**config.mk**
```make
export PLATFORM = sky130hd
export DESIGN_NAME = kronos_lsu_flat
export DESIGN_NICKNAME = d
export VERILOG_FILES = /design/src/rtl/kronos_lsu_if.sv /design/src/rtl/kronos_lsu.sv /design/src/flat_wrapper.sv
export SDC_FILE = /design/constraint.sdc
export NUM_CORES = 1
export LEC_CHECK = 0
export CAP_MARGIN = 20
export CORE_UTILIZATION = 40
export DETAILED_ROUTE_END_ITERATION = 8
export PLACE_DENSITY = 0.73
export REMOVE_ABC_BUFFERS = 1
export SYNTH_ARGS = -nofsm -noshare
export SYNTH_HDL_FRONTEND = slang
export SYNTH_SLANG_ARGS = --single-unit
export TNS_END_PERCENT = 5
```
**constraint.sdc**
```tcl
create_clock -name clk -period 1.7 [get_ports clk]
set_clock_uncertainty 0.05 [all_clocks]
set_input_delay 0.34 -clock clk [delete_from_list [all_inputs] [get_ports clk]]
set_output_delay 0.34 -clock clk [all_outputs]
set_load 0.02 [all_outputs]
```
**src/rtl/kronos_lsu_if.sv**
```systemverilog
// Bundles the EX-side request channel, the core data bus, the writeback port and
// the misaligned flag. The LSU is the bus master; the surrounding core is the slave side.
interface kronos_lsu_if;
    logic        lsu_vld;
    logic        lsu_rdy;
    logic [31:0] lsu_addr;
    logic [31:0] lsu_wdata;
    logic [1:0]  lsu_size;
    logic        lsu_unsigned;
    logic        lsu_store;
    logic [4:0]  lsu_rd;

    logic [31:0] data_addr;
    logic [31:0] data_rd_data;
    logic [31:0] data_wr_data;
    logic [3:0]  data_mask;
    logic        data_wr_en;
    logic        data_req;
    logic        data_ack;

    logic [31:0] regwr_data;
    logic [4:0]  regwr_sel;
    logic        regwr_en;

    logic        misaligned;
    logic [31:0] misaligned_addr;

    modport master (
        input  lsu_vld, lsu_addr, lsu_wdata, lsu_size, lsu_unsigned, lsu_store, lsu_rd,
        input  data_rd_data, data_ack,
        output lsu_rdy,
        output data_addr, data_wr_data, data_mask, data_wr_en, data_req,
        output regwr_data, regwr_sel, regwr_en,
        output misaligned, misaligned_addr
    );

    modport slave (
        output lsu_vld, lsu_addr, lsu_wdata, lsu_size, lsu_unsigned, lsu_store, lsu_rd,
        output data_rd_data, data_ack,
        input  lsu_rdy,
        input  data_addr, data_wr_data, data_mask, data_wr_en, data_req,
        input  regwr_data, regwr_sel, regwr_en,
        input  misaligned, misaligned_addr
    );
endinterface

```
**src/rtl/kronos_lsu.sv**
```systemverilog
// Load/store unit: one outstanding data-bus transaction, lane-aligned stores,
// sign/zero-extended loads and a misaligned-access flag instead of a bus op.
module kronos_lsu #(
    parameter bit ALIGN_CHECK = 1'b1
) (
    input logic          clk,
    input logic          rstz,
    kronos_lsu_if.master bus
);

    typedef enum logic [1:0] {IDLE, BUSY, WB} state_t;

    state_t      r_state;
    state_t      w_next;

    logic [1:0]  r_off;
    logic [1:0]  r_size;
    logic        r_unsigned;
    logic        r_store;
    logic [4:0]  r_rd;

    logic [31:0] r_data_addr;
    logic [31:0] r_data_wr_data;
    logic [3:0]  r_data_mask;
    logic        r_data_wr_en;
    logic        r_data_req;
    logic [31:0] r_regwr_data;
    logic [4:0]  r_regwr_sel;
    logic        r_regwr_en;
    logic        r_misaligned;
    logic [31:0] r_misaligned_addr;

    logic [1:0]  w_off;
    logic        w_is_half;
    logic        w_is_word;
    logic        w_accept;
    logic        w_misal;
    logic        w_ack;
    logic        w_rdy;
    logic [3:0]  w_mask;
    logic [31:0] w_wr_data;
    logic [7:0]  w_byte;
    logic [15:0] w_half;
    logic [31:0] w_load_data;

    assign w_off     = bus.lsu_addr[1:0];
    assign w_is_half = (bus.lsu_size == 2'b01);
    // Size 2'b11 is reserved and handled exactly like a word access.
    assign w_is_word = bus.lsu_size[1];
    assign w_accept  = bus.lsu_vld && w_rdy;
    assign w_misal   = ALIGN_CHECK && ((w_is_half && w_off[0]) || (w_is_word && (w_off != 2'b00)));
    assign w_ack     = (r_state == BUSY) && r_data_req && bus.data_ack;

    always_ff @(posedge clk or negedge rstz) begin
        if (!rstz) begin
            r_state <= IDLE;
        end else begin
            r_state <= w_next;
        end
    end

    always_comb begin
        w_next = r_state;
        case (r_state)
            IDLE: if (w_accept && !w_misal) w_next = BUSY;
            BUSY: if (w_ack) w_next = r_store ? IDLE : WB;
            WB:   w_next = IDLE;
            default: w_next = IDLE;
        endcase
    end

    always_comb begin
        w_rdy     = (r_state == IDLE);
        w_mask    = 4'b1111;
        w_wr_data = bus.lsu_wdata;
        if (!w_is_word) begin
            if (w_is_half) begin
                w_mask    = 4'b0011 << w_off;
                w_wr_data = {2{bus.lsu_wdata[15:0]}};
            end else begin
                w_mask    = 4'b0001 << w_off;
                w_wr_data = {4{bus.lsu_wdata[7:0]}};
            end
        end
        w_byte      = bus.data_rd_data[{r_off, 3'b000} +: 8];
        w_half      = bus.data_rd_data[{r_off[1], 4'b0000} +: 16];
        w_load_data = bus.data_rd_data;
        case (r_size)
            2'b00:   w_load_data = {{24{~r_unsigned & w_byte[7]}}, w_byte};
            2'b01:   w_load_data = {{16{~r_unsigned & w_half[15]}}, w_half};
            default: w_load_data = bus.data_rd_data;
        endcase
    end

    // Strobes (misaligned, regwr_en) default low so each lasts exactly one cycle.
    always_ff @(posedge clk or negedge rstz) begin
        if (!rstz) begin
            r_off             <= 2'b00;
            r_size            <= 2'b00;
            r_unsigned        <= 1'b0;
            r_store           <= 1'b0;
            r_rd              <= 5'd0;
            r_data_addr       <= 32'd0;
            r_data_wr_data    <= 32'd0;
            r_data_mask       <= 4'd0;
            r_data_wr_en      <= 1'b0;
            r_data_req        <= 1'b0;
            r_regwr_data      <= 32'd0;
            r_regwr_sel       <= 5'd0;
            r_regwr_en        <= 1'b0;
            r_misaligned      <= 1'b0;
            r_misaligned_addr <= 32'd0;
        end else begin
            r_misaligned <= 1'b0;
            r_regwr_en   <= 1'b0;
            if (w_accept) begin
                if (w_misal) begin
                    r_misaligned      <= 1'b1;
                    r_misaligned_addr <= bus.lsu_addr;
                end else begin
                    r_data_addr    <= {bus.lsu_addr[31:2], 2'b00};
                    r_data_mask    <= w_mask;
                    r_data_wr_data <= w_wr_data;
                    r_data_wr_en   <= bus.lsu_store;
                    r_data_req     <= 1'b1;
                    r_off          <= w_off;
                    r_size         <= bus.lsu_size;
                    r_unsigned     <= bus.lsu_unsigned;
                    r_store        <= bus.lsu_store;
                    r_rd           <= bus.lsu_rd;
                end
            end
            if (w_ack) begin
                r_data_req   <= 1'b0;
                r_data_wr_en <= 1'b0;
                r_data_mask  <= 4'd0;
                if (!r_store) begin
                    r_regwr_data <= w_load_data;
                    r_regwr_sel  <= r_rd;
                    r_regwr_en   <= (r_rd != 5'd0);
                end
            end
        end
    end

    assign bus.lsu_rdy         = w_rdy;
    assign bus.data_addr       = r_data_addr;
    assign bus.data_wr_data    = r_data_wr_data;
    assign bus.data_mask       = r_data_mask;
    assign bus.data_wr_en      = r_data_wr_en;
    assign bus.data_req        = r_data_req;
    assign bus.regwr_data      = r_regwr_data;
    assign bus.regwr_sel       = r_regwr_sel;
    assign bus.regwr_en        = r_regwr_en;
    assign bus.misaligned      = r_misaligned;
    assign bus.misaligned_addr = r_misaligned_addr;

endmodule

```
**src/flat_wrapper.sv**
```systemverilog
// flat-port wrapper written by rule: the top's interface ports become plain ports
module kronos_lsu_flat 
#(
    parameter bit ALIGN_CHECK = 1'b1
)
  (clk, rstz, bus_lsu_vld, bus_lsu_addr, bus_lsu_wdata, bus_lsu_size, bus_lsu_unsigned, bus_lsu_store, bus_lsu_rd, bus_data_rd_data, bus_data_ack, bus_lsu_rdy, bus_data_addr, bus_data_wr_data, bus_data_mask, bus_data_wr_en, bus_data_req, bus_regwr_data, bus_regwr_sel, bus_regwr_en, bus_misaligned, bus_misaligned_addr);
  kronos_lsu_if bus_i ();
  input logic clk;
  input logic rstz;
  input wire logic [$bits(bus_i.lsu_vld)-1:0] bus_lsu_vld;
  input wire logic [$bits(bus_i.lsu_addr)-1:0] bus_lsu_addr;
  input wire logic [$bits(bus_i.lsu_wdata)-1:0] bus_lsu_wdata;
  input wire logic [$bits(bus_i.lsu_size)-1:0] bus_lsu_size;
  input wire logic [$bits(bus_i.lsu_unsigned)-1:0] bus_lsu_unsigned;
  input wire logic [$bits(bus_i.lsu_store)-1:0] bus_lsu_store;
  input wire logic [$bits(bus_i.lsu_rd)-1:0] bus_lsu_rd;
  input wire logic [$bits(bus_i.data_rd_data)-1:0] bus_data_rd_data;
  input wire logic [$bits(bus_i.data_ack)-1:0] bus_data_ack;
  output wire logic [$bits(bus_i.lsu_rdy)-1:0] bus_lsu_rdy;
  output wire logic [$bits(bus_i.data_addr)-1:0] bus_data_addr;
  output wire logic [$bits(bus_i.data_wr_data)-1:0] bus_data_wr_data;
  output wire logic [$bits(bus_i.data_mask)-1:0] bus_data_mask;
  output wire logic [$bits(bus_i.data_wr_en)-1:0] bus_data_wr_en;
  output wire logic [$bits(bus_i.data_req)-1:0] bus_data_req;
  output wire logic [$bits(bus_i.regwr_data)-1:0] bus_regwr_data;
  output wire logic [$bits(bus_i.regwr_sel)-1:0] bus_regwr_sel;
  output wire logic [$bits(bus_i.regwr_en)-1:0] bus_regwr_en;
  output wire logic [$bits(bus_i.misaligned)-1:0] bus_misaligned;
  output wire logic [$bits(bus_i.misaligned_addr)-1:0] bus_misaligned_addr;
  assign bus_i.lsu_vld = bus_lsu_vld;
  assign bus_i.lsu_addr = bus_lsu_addr;
  assign bus_i.lsu_wdata = bus_lsu_wdata;
  assign bus_i.lsu_size = bus_lsu_size;
  assign bus_i.lsu_unsigned = bus_lsu_unsigned;
  assign bus_i.lsu_store = bus_lsu_store;
  assign bus_i.lsu_rd = bus_lsu_rd;
  assign bus_i.data_rd_data = bus_data_rd_data;
  assign bus_i.data_ack = bus_data_ack;
  assign bus_lsu_rdy = bus_i.lsu_rdy;
  assign bus_data_addr = bus_i.data_addr;
  assign bus_data_wr_data = bus_i.data_wr_data;
  assign bus_data_mask = bus_i.data_mask;
  assign bus_data_wr_en = bus_i.data_wr_en;
  assign bus_data_req = bus_i.data_req;
  assign bus_regwr_data = bus_i.regwr_data;
  assign bus_regwr_sel = bus_i.regwr_sel;
  assign bus_regwr_en = bus_i.regwr_en;
  assign bus_misaligned = bus_i.misaligned;
  assign bus_misaligned_addr = bus_i.misaligned_addr;
  kronos_lsu #(.ALIGN_CHECK(ALIGN_CHECK)) u_core (.clk(clk), .rstz(rstz), .bus(bus_i));
endmodule
```
==> results.ini, run 1 <==
[layout]
diodes = 0
fillers = 1378
drive_gt1_share_pct = 19.7
final_util_pct = 61.5
nets = 961
syn2layout_area_growth_pct = 50.8
stdcell_area_um2 = 10200

[detailed_routing]
viasPerCell = 5.12
routedWlPerCell_um = 17.5
drt_iter0_drc = 245
drt_wl_total_um = 19000
ant_nets = 0
num_vias = 5550
drc = 0
first_pass_iters = 5

[outcome]
status = finished clean

[place]
dp_hpwl_um = 14000
io_buffers = 248
postPlaceCellArea_um2 = 9710
dp_slack_ns = -0.524
place_congestion = 0.871

[setup_path]
start_kind = flip-flop
critical_path_class = flip-flop to flip-flop
path_buf_inv = 2
crit_chain = nand4b_4, or2_4, buf_4, buf_4, nand2_1, o311ai_0
path_delay_family = simple AND/OR/NAND/NOR gates
cp_max_fo = 8
cp_slowest_cell = dfrtp_1
required_ns = 1.91
crit_path_frequent_cell = buf_4
slowest_delay_ns = 0.43
cp-end-kind = flip-flop
cp_data_arrival_time_ns = 1.85

[clock_network]
path_clk_slew_ns = 0.06
clock_path_buffers = 2
postCtsSetupBuffers = 0
cts_buffers = 17
clkSinkCount = 152
cts_htree_levels = 4
cts_root_buffer = clkbuf_16
cts_tree = built
clock_latency_ns = 0.42

[timing]
setup_ws_ns = 0.0607
drv_slew = 0
rsz0062_at_grt = yes
fin_crit_ns = 1.64
final.period_utilization_pct = 96.4
setup_viol = 0
final_hold_viol_count = 0
fmax_ghz = 0.610

[grt]
grt_pass1_wl_um = 30600
track_usage_pct = 22.6
antenna_found_initial = 0
grt_pass1_vias = 5949
grt.overflow.total = 0
grt_start_max_net_pins = 46

[synthesis]
synth_top_area_share_pct = 56.5
synth_ff_type = dfrtp_1
synth_edf_count = 0
synth_seq_cells = 152
synth_area_leaders = dfrtp_1 56%, mux2_2 12%, mux2i_1 4.6%
synth_area_per_cell_um2 = 11.7
ys_types = 46
yosys-top-cells-count = 152 x dfrtp_1, 74 x mux2_2, 66 x nand2_1
synth_seq_area_share_pct = 56.5
yosysWarnings = 0
syn_inst = 578
async_flop_share_pct = 100
yosysMostFrequentCell = dfrtp_1
yosys.area.top_type = dfrtp_1
syn_area_um2 = 6740

[pwr]
p_int_mw = 11.4
p_per_area_nw_per_um2 = 1840
max-vdd-ir-drop_v = 0.000904
power.static_leakage_nw = 4.76
p_sw_share_pct = 39.0
p_switching_mw = 7.30
pwr-share-comb_pct = 45.1
total_power_mw = 18.7
p_clk_share_pct = 20.8
seqPwrFrac_pct = 34.1

[run]
max_cap_viol_count = 0

[floorplanning]
die-area_um2 = 17400
io_pins = 251
die_h_um = 132
rows = 47
start_util_pct = 40.8
coreArea_um2 = 16500
die_width_um = 132

[min_path]
hold_class = input port to async pin

## layout by cell type (no fill, tap or decap), drive strengths merged, types with 2 or more instances in the layout
| cell type | count |
|---|---|
| dfrtp | 152 |
| dlygate4sd2 | 140 |
| clkdlybuf4s50 | 106 |
| mux2 | 81 |
| nand2 | 67 |
| o21ai | 50 |
| buf | 49 |
| mux2i | 31 |
| nor2 | 25 |
| nand3 | 23 |
| inv | 22 |
| a21oi | 19 |
| clkbuf | 19 |
| o22ai | 7 |
| a221oi | 7 |
| o311ai | 7 |
| nor2b | 6 |
| nor4bb | 6 |
| o22a | 6 |
| o31ai | 5 |
| nor3 | 5 |
| clkinv | 5 |
| and3 | 3 |
| nand3b | 3 |
| clkinvlp | 3 |
| bufinv | 3 |
| nand2b | 2 |
| conb | 2 |
| o211ai | 2 |
## cell type report
cell class | instances | area (um^2) | share of cell area, %
clock inverter | 14 | 171 | 1.69
timing repair buffer | 297 | 2770 | 27.3
clock buffer | 18 | 439 | 4.32
tap | 220 | 275 | 2.71
multi-input combinational | 365 | 2620 | 25.8
inverter | 19 | 73.8 | 0.727
sequential | 152 | 3810 | 37.5
## worst paths after layout
kind,from,endpoint,depth (start not counted),slack (ns)
min in group clk,bus_lsu_addr[0],u_core.bus.data_mask[0],2,0.41
max in group asynchronous,rstz,u_core.bus.data_addr[15],3,0.64
min,rstz,u_core.bus.regwr_data[18],2,0.39
max,u_core.r_state[1],u_core.bus.regwr_data[29],6,0.06
min reg2reg,u_core.bus.data_wr_data[28],u_core.bus.data_wr_data[28],2,0.43
max reg2reg,u_core.r_state[1],u_core.bus.regwr_data[29],6,0.06
## state kept, by name, indices dropped and copies added, names as in the netlist
name,cells
u_core.bus.data_addr,30
u_core.bus.misaligned_addr,32
u_core.bus.regwr_sel,5
u_core.bus.data_mask,4
u_core.r_unsigned,1
u_core.r_store,1
u_core.bus.regwr_en,1
u_core.r_off,2
u_core.r_size,2
u_core.bus.regwr_data,32
u_core.bus.misaligned,1
u_core.bus.data_wr_data,32
u_core.bus.data_wr_en,1
u_core.bus.data_req,1
u_core.r_rd,5
u_core.r_state,2
## per-stage QoR
stage	hold WS, ns	instances	setup TNS [ns]
6_report	0.386	1085	0
5_1_grt	0.412	1085	-0.241
4_1_cts	0.390	1085	-0.111
3_5_place_dp	0.258	1052	-59.26
3_3_place_gp	0.258	1052	-51.79
2_1_floorplan	-0.00559	536	-79.24
## routing by layer
metal / vias up / share of wire, % / GRT usage (%)
li1: 2592 / - / -
met1: 2669 / 39 / 26.4
met2: 252 / 49 / 37.8
met3: 37 / 9.0 / 8.30
met4: 0 / 2.7 / 9.24
met5: - / 0 / 0
## power by group through the flow
| stage | Clock [mW] | Sequential [mW] | Combinational (mW) |
|---|---|---|---|
| finish | 3.89 | 6.38 | 8.45 |
| global route | 4.12 | 6.61 | 9.03 |
| CTS | 3.98 | 6.40 | 8.52 |
| detailed placement | 0 | 6.49 | 9.62 |
| global placement | 0 | 6.39 | 9.42 |
| floorplan | 0 | 8.46 | 2.51 |
## what timing repair did
item / CTS / global route
pin swaps: 2 / 1
endpoints found under the setup margin: 229 / 26
endpoints found under the hold margin: 41 / 0
hold buffers: 1 / 0
gates resized for setup: 143 / 5
## logic make-up (layout without fill, tap and decap cells)
kind of cell / Yosys count / count (layout) / synth area share (%)
flip-flops: 152 / 152 / 56.5
AND/OR/NAND/NOR: 144 / 144 / 10.5
XOR/XNOR: 1 / 1 / 0.130
buffers and inverters: 62 / 348 / 4.81
multiplexers: 112 / 112 / 18.1
AO/OA/AOI/OAI: 106 / 106 / 9.92
other: 1 / 2 / 0.0557
Power figures use the tool's default switching activity.
==> run 2, diff against run 1 <==
--- a/config.mk
+++ b/config.mk
@@ -6,9 +6,9 @@
 export NUM_CORES = 1
 export LEC_CHECK = 0
 export CAP_MARGIN = 20
-export CORE_UTILIZATION = 40
+export CORE_UTILIZATION = 45
 export DETAILED_ROUTE_END_ITERATION = 8
-export PLACE_DENSITY = 0.73
+export PLACE_DENSITY = 0.78
 export REMOVE_ABC_BUFFERS = 1
 export SYNTH_ARGS = -nofsm -noshare
 export SYNTH_HDL_FRONTEND = slang
==> constraint.sdc (replaced) <==
create_clock -name clk -period 1.76 [get_ports clk]
set_clock_uncertainty 0.05 [all_clocks]
set_input_delay 0.352 -clock clk [delete_from_list [all_inputs] [get_ports clk]]
set_output_delay 0.352 -clock clk [all_outputs]
set_load 0.02 [all_outputs]
==> run 2 against run 1 <==
Compared with the run above: critical path depth fell by 1; clock power decreased by 3%; worst setup slack worse by 0.013 ns; via count grew 2.2%; total power decreased by 3.0%; global-route usage up 3.3 points; sequential share of layout area is 0.20 points higher; critical endpoint is now u_core.bus.data_addr[17]; largest power group unchanged; highest routed layer unchanged.
==> results.ini, run 2 (synthesized netlist as in run 1, its figures left out) <==
[outcome]
status = finished clean

[detailed_routing]
viasPerCell = 5.41
routedWlPerCell_um = 18.3
first_pass_iters = 4
ant_nets = 0
top_layer = met4
wl_met2_um = 9610
num_vias = 5671
wirelength_met1_um = 7310
drt_wl_total_um = 19200
drc = 0
wl_met3_um = 1870
drt_iter0_drc = 331

[floorplanning]
start_util_pct = 46.2
io_pins = 251
coreArea_um2 = 14600
die-area_um2 = 15500
rows = 44
die_width_um = 124
die_h_um = 124

[setup_path]
cp-end-kind = flip-flop
cp_num_cells = 5
path_buf_inv = 2
start_kind = input port
slowest_delay_ns = 0.55
cp_max_fo = 56
cp_slowest_cell = clkdlybuf4s50_1
crit_chain = clkdlybuf4s50_1, nor2_2, o211ai_4, buf_12, mux2_2
cp_data_arrival_time_ns = 1.96
reg2reg_slack_ns = 0.05
rr_worst_depth = 5
critical_path_class = input port to flip-flop
path_delay_family = buffers and inverters
required_ns = 2.01

[grt]
grt.overflow.total = 0
grt_start_max_net_pins = 79
track_usage_pct = 26.0
grt_pass1_vias = 6092
grt_pass1_wl_um = 31400
antenna_found_initial = 0

[pwr]
max-vdd-ir-drop_v = 0.00103
p_sw_share_pct = 38.9
p_switching_mw = 7.06
p_per_area_nw_per_um2 = 1800
power.static_leakage_nw = 4.77
total_power_mw = 18.2
seqPwrFrac_pct = 33.9
pwr-share-comb_pct = 45.3
p_clk_share_pct = 20.8
p_int_mw = 11.1

[layout]
diodes = 0
nets = 960
drive_gt1_share_pct = 19.1
final_cell_mix = 152 x dfrtp_1, 138 x dlygate4sd2_1, 107 x clkdlybuf4s50_1, 74 x mux2_2, 66 x nand2_1
register_area_um2 = 3800
syn2layout_area_growth_pct = 49.9
fillers = 1060
final_common_cell = dfrtp_1
layoutNonFillerInstCount = 1048
multi_input_area_um2 = 2630

[timing]
fin_crit_ns = 1.71
drv_slew = 0
final_hold_viol_count = 0
final.period_utilization_pct = 97.3
setup_ws_ns = 0.0479
fmax_ghz = 0.584
rsz0062_at_grt = yes
setup_viol = 0

[place]
place_congestion = 0.860
dp_hpwl_um = 13900
dp_slack_ns = -0.370
dp_cells = 1015
io_buffers = 248

[clock_network]
clock_latency_ns = 0.41
cts_tree = built
clock_path_buffers = 2
cts_htree_levels = 4
clkSinkCount = 152
cts_buffers = 17
cts_root_buffer = clkbuf_16
path_clk_slew_ns = 0.06

[run]
max_cap_viol_count = 0

[min_path]
hold_class = input port to async pin

[run 2: changes by cell type in the layout (fill, tap and decap cells not counted), moves of 2 or more]
cell,previous run,this run
dlygate4sd2_1,140,138
dfrtp_2,2,0
dfrtp_1,150,152
clkbuf_8,1,3
inv_6,3,1
buf_12,8,6
clkbuf_1,0,2
clkinvlp_4,3,1
[run 2: metal layers]
layer / global-route usage [%] / vias up
met2: 43.6 / 238
li1: - / 2583
met5: 0 / -
met3: 10.6 / 36
met4: 10.5 / 0
met1: 29.2 / 2814
[run 2: worst paths after layout]
check                                   startpoint                       endpoint
max                                bus_lsu_addr[0]       u_core.bus.data_addr[17]
min                                           rstz       u_core.bus.regwr_data[4]
max reg2reg                      u_core.r_state[0]  u_core.bus.misaligned_addr[9]
min reg2reg                u_core.bus.regwr_sel[0]        u_core.bus.regwr_sel[0]
max in group asynchronous                     rstz  u_core.bus.misaligned_addr[5]
min in group clk           u_core.bus.regwr_sel[0]        u_core.bus.regwr_sel[0]
[run 2: through the flow]
| step | cell area (um^2) | utilization, % | hold WS, ns | TNS (ns) |
|---|---|---|---|---|
| floorplan | 6490 | - | 0.00641 | -71.78 |
| global placement | 9630 | 66.0 | 0.162 | -31.09 |
| detailed placement | 9630 | 66.0 | 0.165 | -37.94 |
| CTS | 10100 | 69.1 | 0.303 | 0 |
| global route | 10100 | 69.2 | 0.319 | -0.00273 |
| finish | 10100 | 69.2 | 0.316 | 0 |
[run 2: worst register-to-register path, cell delays in order, from the launching register on]
cell and delay, ns:
dfrtp_1 0.41, nor2_4 0.16, nand2_2 0.10, nor3_4 0.26, buf_12 0.25, mux2_2 0.39
[run 2: what timing repair did]
action,in CTS,in global routing
setup buffers,0,0
hold buffers,1,0
hold endpoints to repair,20,0
resized for setup,139,4
endpoints found under the setup margin,139,4
[run 2: final cells by class]
cell class | instances | share of cell area (%)
Tap cell | 184 | 2.28
Sequential cell | 152 | 37.7
Timing Repair Buffer | 296 | 27.2
Clock buffer | 22 | 4.70
Clock inverter | 10 | 1.41
Multi-Input combinational cell | 365 | 26.0
Inverter | 19 | 0.706
[run 2: power groups by stage]
| stage | Combinational (mW) | Sequential (mW) | Clock [mW] |
|---|---|---|---|
| global route | 8.78 | 6.38 | 3.99 |
| finish | 8.22 | 6.15 | 3.78 |
| floorplan | 2.43 | 8.17 | 0 |
| CTS | 8.27 | 6.17 | 3.84 |
| detailed placement | 9.31 | 6.25 | 0 |
| global placement | 9.11 | 6.16 | 0 |
